$ cat src/rtl/program_loader.sv
// Program loader: streams a program into instruction RAM, runs the CPU
// until it halts, lets the pipeline drain, then streams data memory out.
// Ports: i_clk, i_rst_n (sync, active-low); i_in_valid/o_in_ready,
//   i_in_data/i_in_last (program stream); o_imem_we/o_imem_addr/
//   o_imem_wdata (imem write); o_cpu_rst, i_cpu_stop (CPU control);
//   o_dmem_addr/i_dmem_rdata (dmem read); o_out_valid/i_out_ready,
//   o_out_data/o_out_last (dump stream); o_busy/o_done/o_err (status).
// Optional macro LOADER_TIMEOUT_EN adds a watchdog on the RUN state.
module program_loader #(
  parameter int IMEM_WORDS     = 512,
  parameter int DUMP_WORDS     = 512,
  parameter int DRAIN_CYCLES   = 4,
  parameter int TIMEOUT_CYCLES = 65536
) (
  input  logic        i_clk,
  input  logic        i_rst_n,
  input  logic        i_in_valid,
  output logic        o_in_ready,
  input  logic [31:0] i_in_data,
  input  logic        i_in_last,
  output logic        o_imem_we,
  output logic [31:0] o_imem_addr,
  output logic [31:0] o_imem_wdata,
  output logic        o_cpu_rst,
  input  logic        i_cpu_stop,
  output logic [31:0] o_dmem_addr,
  input  logic [31:0] i_dmem_rdata,
  output logic        o_out_valid,
  input  logic        i_out_ready,
  output logic [31:0] o_out_data,
  output logic        o_out_last,
  output logic        o_busy,
  output logic        o_done,
  output logic        o_err
);

  localparam int WW = $clog2(IMEM_WORDS) + 1;
  localparam int RW = $clog2(DUMP_WORDS) + 1;
  localparam int DW = $clog2(DRAIN_CYCLES) + 1;

  typedef enum logic [2:0] {
    S_LOAD,
    S_RUN,
    S_DRAIN,
    S_DUMP,
    S_DONE
  } state_t;

  state_t r_state;
  state_t w_next;

  logic [WW-1:0] r_wr_cnt;
  logic [RW-1:0] r_rd_cnt;
  logic [DW-1:0] r_drain_cnt;
  logic          r_err;

  logic w_acc;
  logic w_hs;
  logic w_set_err;
  logic w_wr_full;
  logic w_rd_last;
  logic w_drain_end;
  logic w_tmo_hit;

  // Counters hold word indices; the bus addresses are byte addresses.
  assign o_imem_addr  = 32'(r_wr_cnt) << 2;
  assign o_imem_wdata = i_in_data;
  assign o_dmem_addr  = 32'(r_rd_cnt) << 2;
  assign o_out_data   = i_dmem_rdata;
  assign o_err        = r_err;

  assign w_wr_full   = (r_wr_cnt == WW'(IMEM_WORDS - 1));
  assign w_rd_last   = (r_rd_cnt == RW'(DUMP_WORDS - 1));
  assign w_drain_end = (r_drain_cnt == DW'(DRAIN_CYCLES - 1));

`ifdef LOADER_TIMEOUT_EN
  localparam int TW = $clog2(TIMEOUT_CYCLES) + 1;

  logic [TW-1:0] r_tmo_cnt;

  assign w_tmo_hit = (r_tmo_cnt == TW'(TIMEOUT_CYCLES - 1));

  always_ff @(posedge i_clk) begin
    if (!i_rst_n) begin
      r_tmo_cnt <= '0;
    end else if (r_state == S_RUN) begin
      r_tmo_cnt <= r_tmo_cnt + TW'(1);
    end else begin
      r_tmo_cnt <= '0;
    end
  end
`else
  assign w_tmo_hit = 1'b0;
`endif

  always_comb begin
    w_next      = r_state;
    w_acc       = 1'b0;
    w_hs        = 1'b0;
    w_set_err   = 1'b0;
    o_in_ready  = 1'b0;
    o_imem_we   = 1'b0;
    o_cpu_rst   = 1'b1;
    o_out_valid = 1'b0;
    o_out_last  = 1'b0;
    o_busy      = 1'b1;
    o_done      = 1'b0;
    unique case (r_state)
      S_LOAD: begin
        o_in_ready = 1'b1;
        w_acc      = i_in_valid;
        o_imem_we  = w_acc;
        if (w_acc) begin
          // in_last wins: a full program that is properly
          // terminated is not an overflow.
          if (i_in_last) begin
            w_next = S_RUN;
          end else if (w_wr_full) begin
            w_set_err = 1'b1;
            w_next    = S_RUN;
          end
        end
      end
      S_RUN: begin
        o_cpu_rst = 1'b0;
        if (i_cpu_stop) begin
          w_next = S_DRAIN;
        end else if (w_tmo_hit) begin
          w_set_err = 1'b1;
          w_next    = S_DRAIN;
        end
      end
      S_DRAIN: begin
        o_cpu_rst = 1'b0;
        if (w_drain_end) begin
          w_next = S_DUMP;
        end
      end
      S_DUMP: begin
        o_out_valid = 1'b1;
        o_out_last  = w_rd_last;
        w_hs        = i_out_ready;
        if (w_hs && w_rd_last) begin
          w_next = S_DONE;
        end
      end
      S_DONE: begin
        o_busy = 1'b0;
        o_done = 1'b1;
      end
      default: begin
        w_next = S_LOAD;
      end
    endcase
  end

  always_ff @(posedge i_clk) begin
    if (!i_rst_n) begin
      r_state     <= S_LOAD;
      r_wr_cnt    <= '0;
      r_rd_cnt    <= '0;
      r_drain_cnt <= '0;
      r_err       <= 1'b0;
    end else begin
      r_state <= w_next;
      if (w_acc) begin
        r_wr_cnt <= r_wr_cnt + WW'(1);
      end
      // rd_cnt stays put while the consumer stalls, which keeps
      // dmem_addr and therefore out_data stable.
      if (w_hs) begin
        r_rd_cnt <= r_rd_cnt + RW'(1);
      end
      if (r_state == S_DRAIN) begin
        r_drain_cnt <= r_drain_cnt + DW'(1);
      end else begin
        r_drain_cnt <= '0;
      end
      if (w_set_err) begin
        r_err <= 1'b1;
      end
    end
  end

endmodule

$ cat config.mk
export PLATFORM = sky130hd
export DESIGN_NAME = program_loader
export DESIGN_NICKNAME = d
export VERILOG_FILES = /design/src/rtl/program_loader.sv
export SDC_FILE = /design/constraint.sdc
export NUM_CORES = 1
export LEC_CHECK = 0
export ABC_AREA = 1
export CORE_ASPECT_RATIO = 1.1
export CORE_UTILIZATION = 35
export CTS_CLUSTER_DIAMETER = 30
export DETAILED_ROUTE_END_ITERATION = 10
export DONT_BUFFER_PORTS = 1
export SLEW_MARGIN = 20
export SYNTH_ARGS = -nofsm -noshare
export SYNTH_HDL_FRONTEND = slang
export SYNTH_SLANG_ARGS = --single-unit
$ cat constraint.sdc
create_clock -name i_clk -period 1.8 [get_ports i_clk]
set_clock_uncertainty 0.1 [all_clocks]
set_input_delay 0.27 -clock i_clk [delete_from_list [all_inputs] [get_ports i_clk]]
set_output_delay 0.27 -clock i_clk [all_outputs]
set_load 0.02 [all_outputs]
==> results of run 1 <==
-- worst max-delay path by stage --
stage,start,endpoint,slack (ns),cells after the start
2_1_floorplan,r_rd_cnt[0],o_out_last,0.13,5
3_3_place_gp,r_state[0],r_rd_cnt[8],0.20,7
3_5_place_dp,r_wr_cnt[0],r_state[0],0.19,10
4_1_cts,r_rd_cnt[0],o_out_last,0.003,6
5_1_grt,r_rd_cnt[1],o_out_last,-0.04,6
6_report,r_rd_cnt[1],o_out_last,0.09,6
-- layout by cell type (no fill, tap or decap), drive strengths merged --
cell	n
a31oi	3
o21a	1
dfxtp	27
nand3b	1
a21oi	18
nor3	10
o21ai	11
inv	32
ha	4
nand2	39
dlygate4sd3	2
clkbuf	4
conb	44
nor2	27
buf	23
nand3	18
nand4	3
nor3b	2
-- layout make-up --
class	count	area, sq um
clock buffers	4	45.0
inverters	32	120
repair buffers	25	196
multi-input cells	181	917
flip-flops and latches	27	544
well taps	80	100
fillers	678	4230
-- cells in the mapped netlist --
| library cell | instances | area, sq um |
|---|---|---|
| a21oi_1 | 17 | 85.1 |
| a21oi_4 | 1 | 16.3 |
| a31oi_1 | 3 | 18.8 |
| buf_1 | 1 | 3.75 |
| buf_4 | 108 | 811 |
| clkbuf_1 | 1 | 3.75 |
| conb_1 | 1 | 3.75 |
| dfxtp_1 | 27 | 541 |
| ha_1 | 4 | 50.1 |
| inv_1 | 29 | 109 |
| inv_2 | 3 | 11.3 |
| nand2_1 | 36 | 135 |
| nand2_4 | 3 | 33.8 |
| nand3_1 | 17 | 85.1 |
| nand3_2 | 1 | 10.0 |
| nand3b_1 | 1 | 7.51 |
| nand4_1 | 3 | 18.8 |
| nor2_1 | 24 | 90.1 |
| nor2_4 | 2 | 22.5 |
| nor2_8 | 1 | 20.0 |
| nor3_1 | 9 | 45.0 |
| nor3_4 | 1 | 16.3 |
| nor3b_2 | 2 | 25.0 |
| o21a_1 | 1 | 7.51 |
| o21ai_0 | 11 | 55.1 |
-- power by group through the flow --
stage | clock network [mW] | logic [mW] | registers (mW)
after global routing | 0.384 | 0.997 | 0.746
after floorplan | 0 | 0.973 | 0.762
after global placement | 0 | 0.886 | 0.746
after CTS | 0.369 | 0.893 | 0.733
final | 0.359 | 0.891 | 0.736
after detailed placement | 0 | 0.887 | 0.748
-- layer usage --
layer	GRT usage [%]	up-vias
li1	-	741
met1	12.5	674
met2	22.5	87
met3	5.00	18
met4	6.57	0
met5	0	-
-- registers in the layout, summed over array words and instances (netlist names) --
signal / flops
o_err: 1
r_rd_cnt: 10
r_state: 3
r_drain_cnt: 3
r_wr_cnt: 10
-- kinds of logic after synthesis --
group / Yosys count
AND/OR/NAND/NOR: 100
adder cells (fa/ha/maj): 4
flip-flops: 27
other: 1
AO/OA/AOI/OAI: 33
buffers and inverters: 142
-- what timing repair did --
action,CTS,global route
hold buffers,2,0
resized for setup,0,8
buffers inserted,0,2
endpoints found under the hold margin,3,0
endpoints found under the setup margin,0,4
-- worst max-delay path: cells and delay by family (launching register included) --
family,cells,cell delay (ns)
AND/OR/NAND/NOR,4,0.41
flip-flops,1,0.34
adder cells (fa/ha/maj),1,0.19
buffers and inverters,1,0.12
==> results.sh, run 1 <==
export IMPL_outcome="finished clean"
export IMPL_crit_path_end_kind="output pin"
export IMPL_synth_seq_cells=27
export IMPL_slowest_stage="dfxtp_2"
export IMPL_vias_per_cell=4.36
export IMPL_die_area_sq_mm=0.00668
export IMPL_p_int_mw=1.08
export IMPL_clock_latency_ns=0.28
export IMPL_setup_ws_ns=0.0901
export IMPL_drc=0
export IMPL_finalPower_mw=1.99
export IMPL_cts_tree="done"
export IMPL_setup_viol=0
export IMPL_min_to="r_rd_cnt[5]"
export IMPL_leakage_nw=0.872
export IMPL_cts_num_sinks=27
export IMPL_worstPathMaxFanout=3
export IMPL_drt_met1_wl_microns=1480
export IMPL_grt_ovfl_total=0
export IMPL_synth_compound_area_share_pct=8.21
export IMPL_finalMaxSlewViolations=0
export IMPL_cap_violations=0
export IMPL_placedInstanceArea_sq_mm=0.00183
export IMPL_final_core_util_pct=31.2
export IMPL_p_per_area_mw_per_mm2=1030
export IMPL_portBuffers=0
export IMPL_postSynthCellCount=307
export IMPL_reg2regPathDepth=7
export IMPL_gp_congestion=0.820
export IMPL_antenna_cells=0
export IMPL_first_global_vias=1426
export IMPL_antenna_found_initial=0
export IMPL_dp_cells=341
export IMPL_rsz0062_at_grt="true"
export IMPL_hold_path_depth=2
export IMPL_hp_class="input pin to register"
export IMPL_cts_buffers=3
export IMPL_first_iter_violations=48
export IMPL_worstHoldStart="i_rst_n"
export IMPL_min_period_over_period_pct=95.0
export IMPL_p_switching_uw=900
export IMPL_slowest_delay_ns=0.34
export IMPL_yosysWarnings=0
export IMPL_syn_to_final_growth_pct=-13.6
export IMPL_synth_xor_area_share_pct=0
export IMPL_dp_slack_ns=0.185
export IMPL_r2r_end="r_rd_cnt[6]"
export IMPL_required_ns=1.43
export IMPL_drive_gt1_share_pct=17.5
export IMPL_synth_area_sq_mm=0.00222
export IMPL_fin_area_sq_mm=0.00192
export IMPL_switching_share_pct=45.4
export IMPL_nets=344
export IMPL_fp_dieW_microns=78.0
export IMPL_grt_pass1_wl_microns=6620
export IMPL_dr_total_vias=1520
export IMPL_ant_nets=0
export IMPL_wl_met3_microns=475
export IMPL_std_cell_rows=30
export IMPL_cts_root_buf="clkbuf_8"
export IMPL_min_period_ns=1.71
export IMPL_routed_wl_microns=4190
export IMPL_worstSetupPathType="register to output pin"
export IMPL_cts_reportedPaths_clkPinSlew_ns=0.10
export IMPL_ys_seq_area_share_pct=24.3
export IMPL_highest_layer="met4"
export IMPL_avgSynthCellArea_sq_um=7.25
export IMPL_ff2ff_setup_slack_ns=0.19
export IMPL_timing_rr_start="r_state[0]"
export IMPL_htree_num_levels=1
export IMPL_combPwrFrac_pct=44.9
export IMPL_cp_common_cell="nor2_2"
export IMPL_finalHoldViolations=0
export IMPL_first_pass_iters=4
export IMPL_synth_fa_ha_area_share_pct=2.25
export IMPL_stdcell_count=349
export IMPL_core_sq_mm=0.00616
export IMPL_dp_hpwl_microns=3350
export IMPL_clockBufferDepth=2
export IMPL_p_clk_share_pct=18.1
export IMPL_cp_data_arrival_time_ns=1.34
export IMPL_synth_top_family_by_area="buffers and inverters"
export IMPL_startpoint_type="register"
export IMPL_ir_drop_uv=454
export IMPL_routed_wl_met2_microns=2120
export IMPL_power_frac_seq_pct=37.1
export IMPL_avgRoutedWirePerCell_microns=12.0
export IMPL_grt_max_degree=18
export IMPL_worstPathCellList="ha_2 > nand3_1 > nor2_2 > nand2_1 > nor2_2 > buf_6"
export IMPL_start_util_pct=36.1
export IMPL_die_y_microns=85.6
export IMPL_ys_types=25
export IMPL_synthMuxAreaShare_pct=0
export IMPL_fin_tns_setup_ns=0
export IMPL_ios=206
export IMPL_hold_slack_ns=0.00688
export IMPL_max_clock_freq_mhz=585
export IMPL_grt_use_total_pct=12.6
export IMPL_synthSimpleGateAreaFrac_pct=22.9
Power figures use the tool's default switching activity.
==> inputs of run 2 (changes only) <==
--- a/config.mk
+++ b/config.mk
@@ -15,3 +15,4 @@
 export SYNTH_ARGS = -nofsm -noshare
 export SYNTH_HDL_FRONTEND = slang
 export SYNTH_SLANG_ARGS = --single-unit
+export TNS_END_PERCENT = 20
==> results of run 2 <==
Same layout as run 1: the final DEF is identical, and so are final timing and power.
